<file path="src/rtl/usr_piso_serializer.sv">
// usr_piso_serializer: accepts parallel words over valid/ready and shifts them out one bit per clock,
// MSB first for left shifts and LSB first for right shifts, counting completed words.
module usr_piso_serializer #(
   parameter int WIDTH = 8,
   parameter int CNT_W = 16
) (
   input  logic             clk,
   input  logic             rst,
   input  logic [WIDTH-1:0] in_data,
   input  logic             in_dir,
   input  logic             in_valid,
   output logic             in_ready,
   input  logic             pause,
   output logic             ser_out,
   output logic             ser_valid,
   output logic             ser_last,
   output logic             busy,
   output logic [CNT_W-1:0] frame_count
);
   localparam int CW = $clog2(WIDTH);
   typedef enum logic {IDLE, SHIFT} state_t;
   state_t           state, state_nxt;
   logic [WIDTH-1:0] shreg;
   logic             dir_q;
   logic [CW-1:0]    cnt;
   logic             accept;
   always_comb begin
      busy      = state == SHIFT;
      ser_valid = busy && !pause;
      ser_last  = ser_valid && cnt == '0;
      ser_out   = ser_valid ? (dir_q ? shreg[0] : shreg[WIDTH-1]) : 1'b0;
      in_ready  = !busy || ser_last;
      accept    = in_valid && in_ready;
      state_nxt = accept ? SHIFT : (ser_last ? IDLE : state);
   end
   always_ff @(posedge clk or posedge rst)
      if (rst) state <= IDLE;
      else     state <= state_nxt;
   // a new word loaded on the last bit takes priority over the final shift
   always_ff @(posedge clk or posedge rst) begin
      if (rst) begin
         shreg       <= '0;
         dir_q       <= 1'b0;
         cnt         <= '0;
         frame_count <= '0;
      end else begin
         if (accept) begin
            shreg <= in_data;
            dir_q <= in_dir;
            cnt   <= CW'(WIDTH - 1);
         end else if (ser_valid && cnt != '0) begin
            shreg <= dir_q ? shreg >> 1 : shreg << 1;
            cnt   <= cnt - CW'(1);
         end
         if (ser_last) frame_count <= frame_count + CNT_W'(1);
      end
   end
endmodule
</file>
<file path="config.mk">
export PLATFORM = sky130hd
export DESIGN_NAME = usr_piso_serializer
export DESIGN_NICKNAME = d
export VERILOG_FILES = /design/src/rtl/usr_piso_serializer.sv
export SDC_FILE = /design/constraint.sdc
export NUM_CORES = 1
export LEC_CHECK = 0
export CELL_PAD_IN_SITES_DETAIL_PLACEMENT = 0
export CELL_PAD_IN_SITES_GLOBAL_PLACEMENT = 1
export CORE_AREA = 4 4 66 68
export CTS_CLUSTER_DIAMETER = 50
export DETAILED_ROUTE_END_ITERATION = 6
export DIE_AREA = 0 0 70 72
export HOLD_SLACK_MARGIN = 0.03
export PLACE_DENSITY_LB_ADDON = 0.1
export RECOVER_POWER = 100
export SLEW_MARGIN = 10
export SYNTH_ARGS = -nofsm -noshare
export SYNTH_HDL_FRONTEND = slang
export SYNTH_SLANG_ARGS = --single-unit
</file>
<file path="constraint.sdc">
create_clock -name clk -period 2.8 [get_ports clk]
set_clock_uncertainty 0.15 [all_clocks]
set_input_delay 0.28 -clock clk [delete_from_list [all_inputs] [get_ports clk]]
set_output_delay 0.28 -clock clk [all_outputs]
set_load 0.005 [all_outputs]
</file>
Word level (Yosys, flattened, before mapping)
Index checks and enable logic that the tools add are counted.
{"block": "word_totals", "reg_bits": 29, "output_inout_bits": 21}
{"block": "op_classes", "addsub": 2, "n_mux": 9, "reduce_logical": 11}
{"cell": "$mux 8", "n": 3}
{"cell": "$add 16x1->16 const B", "n": 1}
{"cell": "$mux 3", "n": 2}
{"cell": "$logic_and 1x1->1", "n": 4}
{"cell": "$mux 1", "n": 4}
{"cell": "$reduce_bool 2->1", "n": 2}
{"cell": "$logic_not 3->1", "n": 1}
{"cell": "$reduce_bool 3->1", "n": 1}
{"cell": "$sub 3x1->3 const B", "n": 1}
{"cell": "$logic_not 1->1", "n": 2}
{"cell": "$logic_or 1x1->1", "n": 1}

Depth between registers and ports, before layout
Gate-level depths: netlist of run 1.
{"block": "logic_depth", "depth_word": 6, "depth_mapped": 7}

Worst setup path after synthesis of run 1
Ideal clock, no wire load.
{"block": "synth_path", "path_kind": "reg2reg", "startpoint": "reg cnt[0]", "endpoint": "reg shreg[0]", "path_buffers": 1, "arrival_ns": 1.552, "synth_period_minus_slack_ns": 1.831, "setup_time_ns": 0.130, "stages_incl_launch_ff": 8, "slack_ns": 0.969, "cell_sequence": "dfrtp_1 -> inv_1 -> ha_1 -> or3b_1 -> a21boi_2 -> buf_2 -> nor2b_1 -> a31oi_1"}
{"block": "synth_via", "elab_chain_len": 5}
{"item": "from (decl)", "line_no": "25", "rtl": "logic [CW-1:0] cnt;"}
{"item": "from (signal assigned)", "line_no": "50", "rtl": "cnt <= CW'(WIDTH - 1);"}
{"item": "from (signal assigned)", "line_no": "53", "rtl": "cnt <= cnt - CW'(1);"}
{"item": "$logic_not 3->1", "line_no": "30", "rtl": "ser_last = ser_valid && cnt == '0;"}
{"item": "$logic_and 1x1->1", "line_no": "30"}
{"item": "$logic_or 1x1->1", "line_no": "32", "rtl": "in_ready = !busy || ser_last;"}
{"item": "$logic_and 1x1->1", "line_no": "33", "rtl": "accept = in_valid && in_ready;"}
{"item": "$mux 8 or $reduce_bool 2->1 (tied branches)"}
{"item": "to (signal assigned)", "line_no": "48", "rtl": "shreg <= in_data;"}
{"item": "to (signal assigned)", "line_no": "52", "rtl": "shreg <= dir_q ? shreg >> 1 : shreg << 1;"}
{"item": "to (decl)", "line_no": "23", "rtl": "logic [WIDTH-1:0] shreg;"}
Parallel ways exist; a longest one is shown, timed or not.
A chain may end at the register's enable or synchronous reset.

Worst setup path after layout of run 1
{"block": "layout_path", "startpoint": "reg cnt[0]", "endpoint": "out ser_last"}
{"block": "layout_via", "elab_chain_len": 2}
{"item": "$logic_not 3->1", "line_no": "30"}
{"item": "$logic_and 1x1->1", "line_no": "30"}
{"item": "to (decl)", "line_no": "16", "rtl": "output logic ser_last,"}
No other way between the ends.

==> flow_metrics.py, run 1 <==
metrics = {
    "run_status": {
        "status": "complete, but fails checks",
        "violations_in_the_final_reports": "capacitance limit, slew limit",
    },
    "global_route": {
        "grtUsageTotal": 0.138,
        "first_global_vias": 1188,
        "maximum_number_of_pins_on_one_net_before_global_route_repair": 30,
        "globalRoute.totalOverflow": 0,
        "grt_first_pass_wirelength_um": 5550,
        "grt_antenna_before_repair": 0,
    },
    "power": {
        "leakage_uw": 0.000933,
        "irDropWorstVdd_mv": 0.333,
        "power.density_cell_area_mw_per_mm2": 759,
        "report.power.total_uw": 1460,
    },
    "sta": {
        "total_of_endpoints_with_negative_setup_slack_in_the_final_report": 0,
        "layout_worst_path_cycle_share": 0.875,
        "rsz0062_at_grt": "false",
        "timing.setup.tns_ps": 0,
        "max-slew-margin-rel": -0.0564,
        "final_min_period_ps": 2450,
        "finalMaxSlewViolations": 30,
        "worst_slew_pin_slew_ps": 1580,
        "timing.fmax_mhz": 408,
        "final-hold-violation-count": 0,
    },
    "die": {
        "die_span_in_x_um": 70,
        "top_level_ports": 34,
        "design.core.area_mm2": 0.00386,
        "design.die.area_mm2": 0.00504,
        "die_y_um": 72,
        "initial_core_util": 0.380,
        "rows": 23,
    },
    "cts": {
        "cts-htree-levels": 2,
        "cts.clk_slew.worst_paths_ps": 60,
        "cts_resized": 0,
        "tritoncts": "built",
        "postCtsSetupRepairBufs": 0,
        "tritoncts.num_buffers": 5,
        "cts_root_buffer": "sky130_fd_sc_hd__clkbuf_8",
        "cts.sinks": 29,
        "cts_max_path_buffers": 2,
        "worst_skew_pair.late_latency_ps": 280,
        "cts-hold-fix-buffers": 0,
    },
    "critical_path": {
        "endpoint_class_of_the_critical_path": "output port",
        "worstPathRequired_ps": 2370,
        "ff2ff_setup_slack_ps": 570,
        "critPathLaunchType": "flip-flop",
        "crit_path_max_fanout": 9,
        "worst_ep_arrival_time_ps": 2020,
        "worst-setup-path-type": "reg -> out",
    },
    "route": {
        "post_route_wl_um": 3110,
        "wire_per_inst_um": 13.6,
        "dr.first_iter.drc_count": 53,
        "ant_nets": 0,
        "vias_per_cell": 4.95,
        "dr.pass1.iters": 4,
        "drc_errors": 0,
        "routed-via-count": 1133,
    },
    "synth": {
        "net_count_of_the_mapped_netlist": 157,
        "synth.ff_latch_count": 29,
        "synthesis.instances": 141,
        "post_synth.cell_area_avg_um2": 10.4,
        "synth_enable_flop_cells": 0,
        "yosys_warnings": 0,
        "syn-cell-area_mm2": 0.00147,
        "fraction_of_the_yosys_area_taken_by_sequential_cells": 0.495,
        "netlist-cell-type-count": 31,
        "postSynth.topFlopCell": "sky130_fd_sc_hd__dfrtp_1",
        "async_sr_flop_fraction": 1.00,
    },
    "layout": {
        "drive_above_1_share": 0.0726,
        "area_delta_synth_final_pct": 31.0,
        "final_design_area_no_fill_mm2": 0.00192,
        "antenna_diodes": 0,
        "layout.nets": 194,
        "final_cell_mix": "29 x sky130_fd_sc_hd__dfrtp_1, 22 x sky130_fd_sc_hd__dlygate4sd3_1, 18 x sky130_fd_sc_hd__nand2_1",
        "mostFrequentLayoutCell": "sky130_fd_sc_hd__dfrtp_1",
    },
    "placement": {
        "dpl.hpwl_um": 2250,
        "place_congestion": 0.778,
        "port_buffers": 33,
        "post_dp_cell_area_mm2": 0.00185,
    },
    "job": {
        "maxCapViolCount": 1,
    },
    "worst_hold_path": {
        "min-delay-path-class": "reg -> reg",
    },
}
[logic make-up after synthesis]
family	after synthesis	share of synthesized area
adders and majority gates	3	0.0256
AOI/OAI and AO/OA	14	0.0623
muxes	9	0.0632
buffers and inverters	8	0.0265
and+or+nand+nor	61	0.220
xor gates and xnor gates	17	0.107
DFF	29	0.495
[final cells by class]
cell class / instances / area, um2
fill: 371 / 1940
clock buffer: 6 / 72.6
timing repair buffer: 35 / 342
clock inverter: 2 / 10.0
multi-input combinational: 104 / 696
tap: 50 / 62.6
sequential: 29 / 726
inverter: 3 / 11.3
[registers in the layout (all words and copies together), names as in the netlist]
name         count
dir_q            1
shreg            8
cnt              3
busy             1
frame_count     16
[power breakdown]
part	switching (uW)	total [uW]	internal [uW]	leakage, uW
logic	202	454	253	0.000518
registers	138	672	534	0.000370
clock network	159	331	172	0.0000450
total	498	1460	959	0.000933
[final timing paths]
kind,startpoint,end,cells past startpoint
setup / recovery,cnt[0]$_DFFE_PP0P_,ser_last,4
min in group asynchronous,rst,frame_count[15]$_DFFE_PP0P_,3
setup reg to reg,cnt[0]$_DFFE_PP0P_,shreg[5]$_DFFE_PP0P_,6
hold reg to reg,frame_count[15]$_DFFE_PP0P_,frame_count[15]$_DFFE_PP0P_,1
hold / removal,frame_count[15]$_DFFE_PP0P_,frame_count[15]$_DFFE_PP0P_,1
max in group asynchronous,rst,cnt[1]$_DFFE_PP0P_,3
[per-layer routing]
layer	GRT usage	share of wire
met4	0.0574	0.018
met2	0.227	0.47
met1	0.169	0.46
met5	0	0
met3	0.0402	0.050
[cells in the mapped netlist (2+ instances only)]
master,n,area share
sky130_fd_sc_hd__dfrtp_1,29,0.50
sky130_fd_sc_hd__nand2_1,18,0.046
sky130_fd_sc_hd__xor2_1,12,0.072
sky130_fd_sc_hd__nand3_1,10,0.034
sky130_fd_sc_hd__nor2_1,10,0.026
sky130_fd_sc_hd__o21ai_0,8,0.027
sky130_fd_sc_hd__mux2i_1,7,0.048
sky130_fd_sc_hd__buf_2,4,0.014
sky130_fd_sc_hd__nand4_1,4,0.017
sky130_fd_sc_hd__nor2b_1,4,0.017
sky130_fd_sc_hd__xnor2_1,4,0.024
sky130_fd_sc_hd__ha_1,3,0.026
sky130_fd_sc_hd__inv_1,3,0.0077
sky130_fd_sc_hd__a221o_1,2,0.014
sky130_fd_sc_hd__a31oi_1,2,0.0085
sky130_fd_sc_hd__and3_1,2,0.0085
sky130_fd_sc_hd__and4_1,2,0.012
sky130_fd_sc_hd__mux2_2,2,0.015
sky130_fd_sc_hd__nand2b_1,2,0.0085
sky130_fd_sc_hd__nor3_1,2,0.0068
[through the flow]
stage	setup WS (ps)	instances	hold WS, ps	utilization
floorplan	969	141	208	-
global placement	485	221	306	0.479
detailed placement	442	221	307	0.479
CTS	359	229	231	0.500
global route	224	229	348	0.498
finish	349	229	312	0.498
[worst max-delay path, cell delays in order, from the launching register on]
cell and delay, ps:
sky130_fd_sc_hd__dfrtp_1 390, sky130_fd_sc_hd__inv_1 80, sky130_fd_sc_hd__ha_1 170, sky130_fd_sc_hd__and4bb_1 470
sky130_fd_sc_hd__dlygate4sd3_1 630
Note: power is estimated with default switching activity, not from simulation.
==> inputs of run 2 (changes only) <==
- SETUP_SLACK_MARGIN: not set -> 0.05
- TNS_END_PERCENT: not set -> 5
==> results of run 2 <==
The final DEF is identical to that of run 1; final timing and power are the same.
==> inputs of run 3 (changes only) <==
- CORE_AREA: 4 4 66 68 -> 4 4 63 71
- DIE_AREA: 0 0 70 72 -> 0 0 67 75
- PLACE_DENSITY: not set -> 0.86
- PLACE_DENSITY_LB_ADDON: 0.1 -> not set
==> run 3 against run 2 <==
Against the previous run:
- non-clock buffer count increased by 1
- cell area increased by 1.1%
- the run still ends with capacitance limit, slew limit left
- critical path depth stayed put
- power rose by 3.7%
- clock power rose by 14%
- maximum frequency fell by 0.39%
- highest routed layer unchanged
- sequential share of layout area decreased by 0.41 points
- flip-flop and latch count did not move
- hold slack better by 6.8 ps
- die area is 0.30% lower
==> flow_metrics.py, run 3 (same netlist as run 1, synthesis figures left out) <==
metrics = {
    "run_status": {
        "status": "complete, but fails checks",
        "violations_in_the_final_reports": "capacitance limit, slew limit",
    },
    "layout": {
        "antenna_diodes": 0,
        "mostFrequentLayoutCell": "sky130_fd_sc_hd__dfrtp_1",
        "area_delta_synth_final_pct": 32.5,
        "largest-register": "frame_count",
        "multi_input_comb_area_um2": 696,
        "final_cell_mix": "29 x sky130_fd_sc_hd__dfrtp_1, 21 x sky130_fd_sc_hd__dlygate4sd3_1, 18 x sky130_fd_sc_hd__nand2_1",
        "layout.filler_cells": 359,
        "layout.nets": 195,
        "largestRegisters": "frame_count x16, shreg x8, cnt x3",
        "sequential_cell_area_um2": 726,
        "drive_above_1_share": 0.0722,
        "flip_flop_count_of_the_largest_register_after_layout": 16,
        "final_cell_count_no_fill": 232,
    },
    "route": {
        "dr.pass1.iters": 4,
        "dr.first_iter.drc_count": 98,
        "drc_errors": 0,
        "wire_per_inst_um": 13.0,
        "vias_per_cell": 5.00,
        "post_route_wl_um": 3020,
        "ant_nets": 0,
        "routed-via-count": 1160,
    },
    "critical_path": {
        "crit_path_max_fanout": 9,
        "worstPathRequired_ps": 2370,
        "critical_path.max_stage_delay_ps": 630,
        "worst-setup-path-type": "reg -> out",
        "cp_slowest_cell": "sky130_fd_sc_hd__dlygate4sd3_1",
        "crit_family": "buffers and inverters",
        "ff2ff_setup_slack_ps": 650,
        "endpoint_class_of_the_critical_path": "output port",
        "critPathLaunchType": "flip-flop",
        "critPathLaunch": "cnt[0]$_DFFE_PP0P_",
        "worst_ep_arrival_time_ps": 2030,
        "path_buf_inv": 2,
        "worst_r2r_startpoint": "cnt[0]$_DFFE_PP0P_",
        "worstPathCellList": "inv_1, ha_1, and4bb_1, dlygate4sd3_1",
    },
    "die": {
        "rows": 24,
        "design.die.area_mm2": 0.00503,
        "die_y_um": 75,
        "top_level_ports": 34,
        "initial_core_util": 0.384,
        "design.core.area_mm2": 0.00381,
        "die_span_in_x_um": 67,
    },
    "power": {
        "leakage_uw": 0.000939,
        "power.density_cell_area_mw_per_mm2": 778,
        "irDropWorstVdd_mv": 0.309,
    },
    "cts": {
        "cts-hold-fix-buffers": 0,
        "tritoncts": "built",
        "worst_skew_pair.late_latency_ps": 280,
        "tritoncts.num_buffers": 5,
        "cts-htree-levels": 2,
        "postCtsSetupRepairBufs": 0,
        "cts.clk_slew.worst_paths_ps": 60,
        "cts.sinks": 29,
        "cts_max_path_buffers": 2,
        "cts_root_buffer": "sky130_fd_sc_hd__clkbuf_8",
        "cts_resized": 0,
    },
    "sta": {
        "worst_slew_pin_slew_ps": 1540,
        "final-hold-violation-count": 0,
        "layout_worst_path_cycle_share": 0.879,
        "fin_hold_ws_ps": 319,
        "rsz0062_at_grt": "false",
        "finalMaxSlewViolations": 30,
        "timing.fmax_mhz": 406,
        "timing.setup.tns_ps": 0,
        "total_of_endpoints_with_negative_setup_slack_in_the_final_report": 0,
        "max-slew-margin-rel": -0.0267,
        "final_min_period_ps": 2460,
    },
    "global_route": {
        "first_global_vias": 1187,
        "maximum_number_of_pins_on_one_net_before_global_route_repair": 30,
        "globalRoute.totalOverflow": 0,
        "grt_first_pass_wirelength_um": 5080,
        "grtUsageTotal": 0.134,
        "grt_antenna_before_repair": 0,
    },
    "placement": {
        "place_congestion": 0.790,
        "port_buffers": 33,
        "dpl.hpwl_um": 2290,
        "placedCellCount": 224,
    },
    "worst_hold_path": {
        "hold_path.startpoint": "frame_count[15]$_DFFE_PP0P_",
        "min-delay-path-class": "reg -> reg",
    },
    "job": {
        "maxCapViolCount": 1,
    },
}
[run 3: power breakdown]
group / switching, uW / total (uW) / leakage (uW) / internal [uW]
combinational: 209 / 463 / 0.000515 / 254
sequential: 136 / 671 / 0.000370 / 534
clock: 155 / 377 / 0.0000542 / 222
total: 501 / 1510 / 0.000939 / 1010
[run 3: through the flow]
| step | util | worst slack [ps] | instance area [um2] | total power (uW) |
|---|---|---|---|---|
| global placement | 0.487 | 549 | 1860 | 1140 |
| floorplan | - | 969 | 1470 | 979 |
| global route | 0.509 | 196 | 1940 | 1610 |
| finish | 0.509 | 340 | 1940 | 1510 |
| CTS | 0.513 | 351 | 1960 | 1550 |
| detailed placement | 0.487 | 526 | 1860 | 1160 |
[run 3: worst reg2reg max path, cell delays in order (launching register included)]
cell                       delay, ps
sky130_fd_sc_hd__dfrtp_1         380
sky130_fd_sc_hd__inv_1            80
sky130_fd_sc_hd__ha_1            190
sky130_fd_sc_hd__or3b_1          400
sky130_fd_sc_hd__a21boi_2        320
sky130_fd_sc_hd__clkbuf_1        270
sky130_fd_sc_hd__nor2b_1         180
sky130_fd_sc_hd__a31oi_1          50
[run 3: final timing paths]
path                                               end  cells past startpoint
max                                           ser_last                      4
min                        frame_count[15]$_DFFE_PP0P_                      1
max reg2reg                       shreg[0]$_DFFE_PP0P_                      7
min reg2reg                frame_count[15]$_DFFE_PP0P_                      1
max in group asynchronous  frame_count[14]$_DFFE_PP0P_                      3
min in group asynchronous   frame_count[5]$_DFFE_PP0P_                      3
[run 3: layout make-up]
cell class	count	share of cell area
Inverter	3	0.00580
Timing Repair Buffer	36	0.176
Tap cell	52	0.0335
Clock inverter	1	0.00258
Multi-Input combinational cell	104	0.358
Sequential cell	29	0.374
Clock buffer	7	0.0496
[run 3: routing by layer]
metal  wire [um]  global-route usage  up-vias  part of all wire
li1            -                   -      564                 -
met1        1220               0.136      548              0.40
met2        1560               0.246       43              0.52
met3         218              0.0478        5             0.072
met4          24              0.0586        0            0.0079
met5           0                   0        -                 0
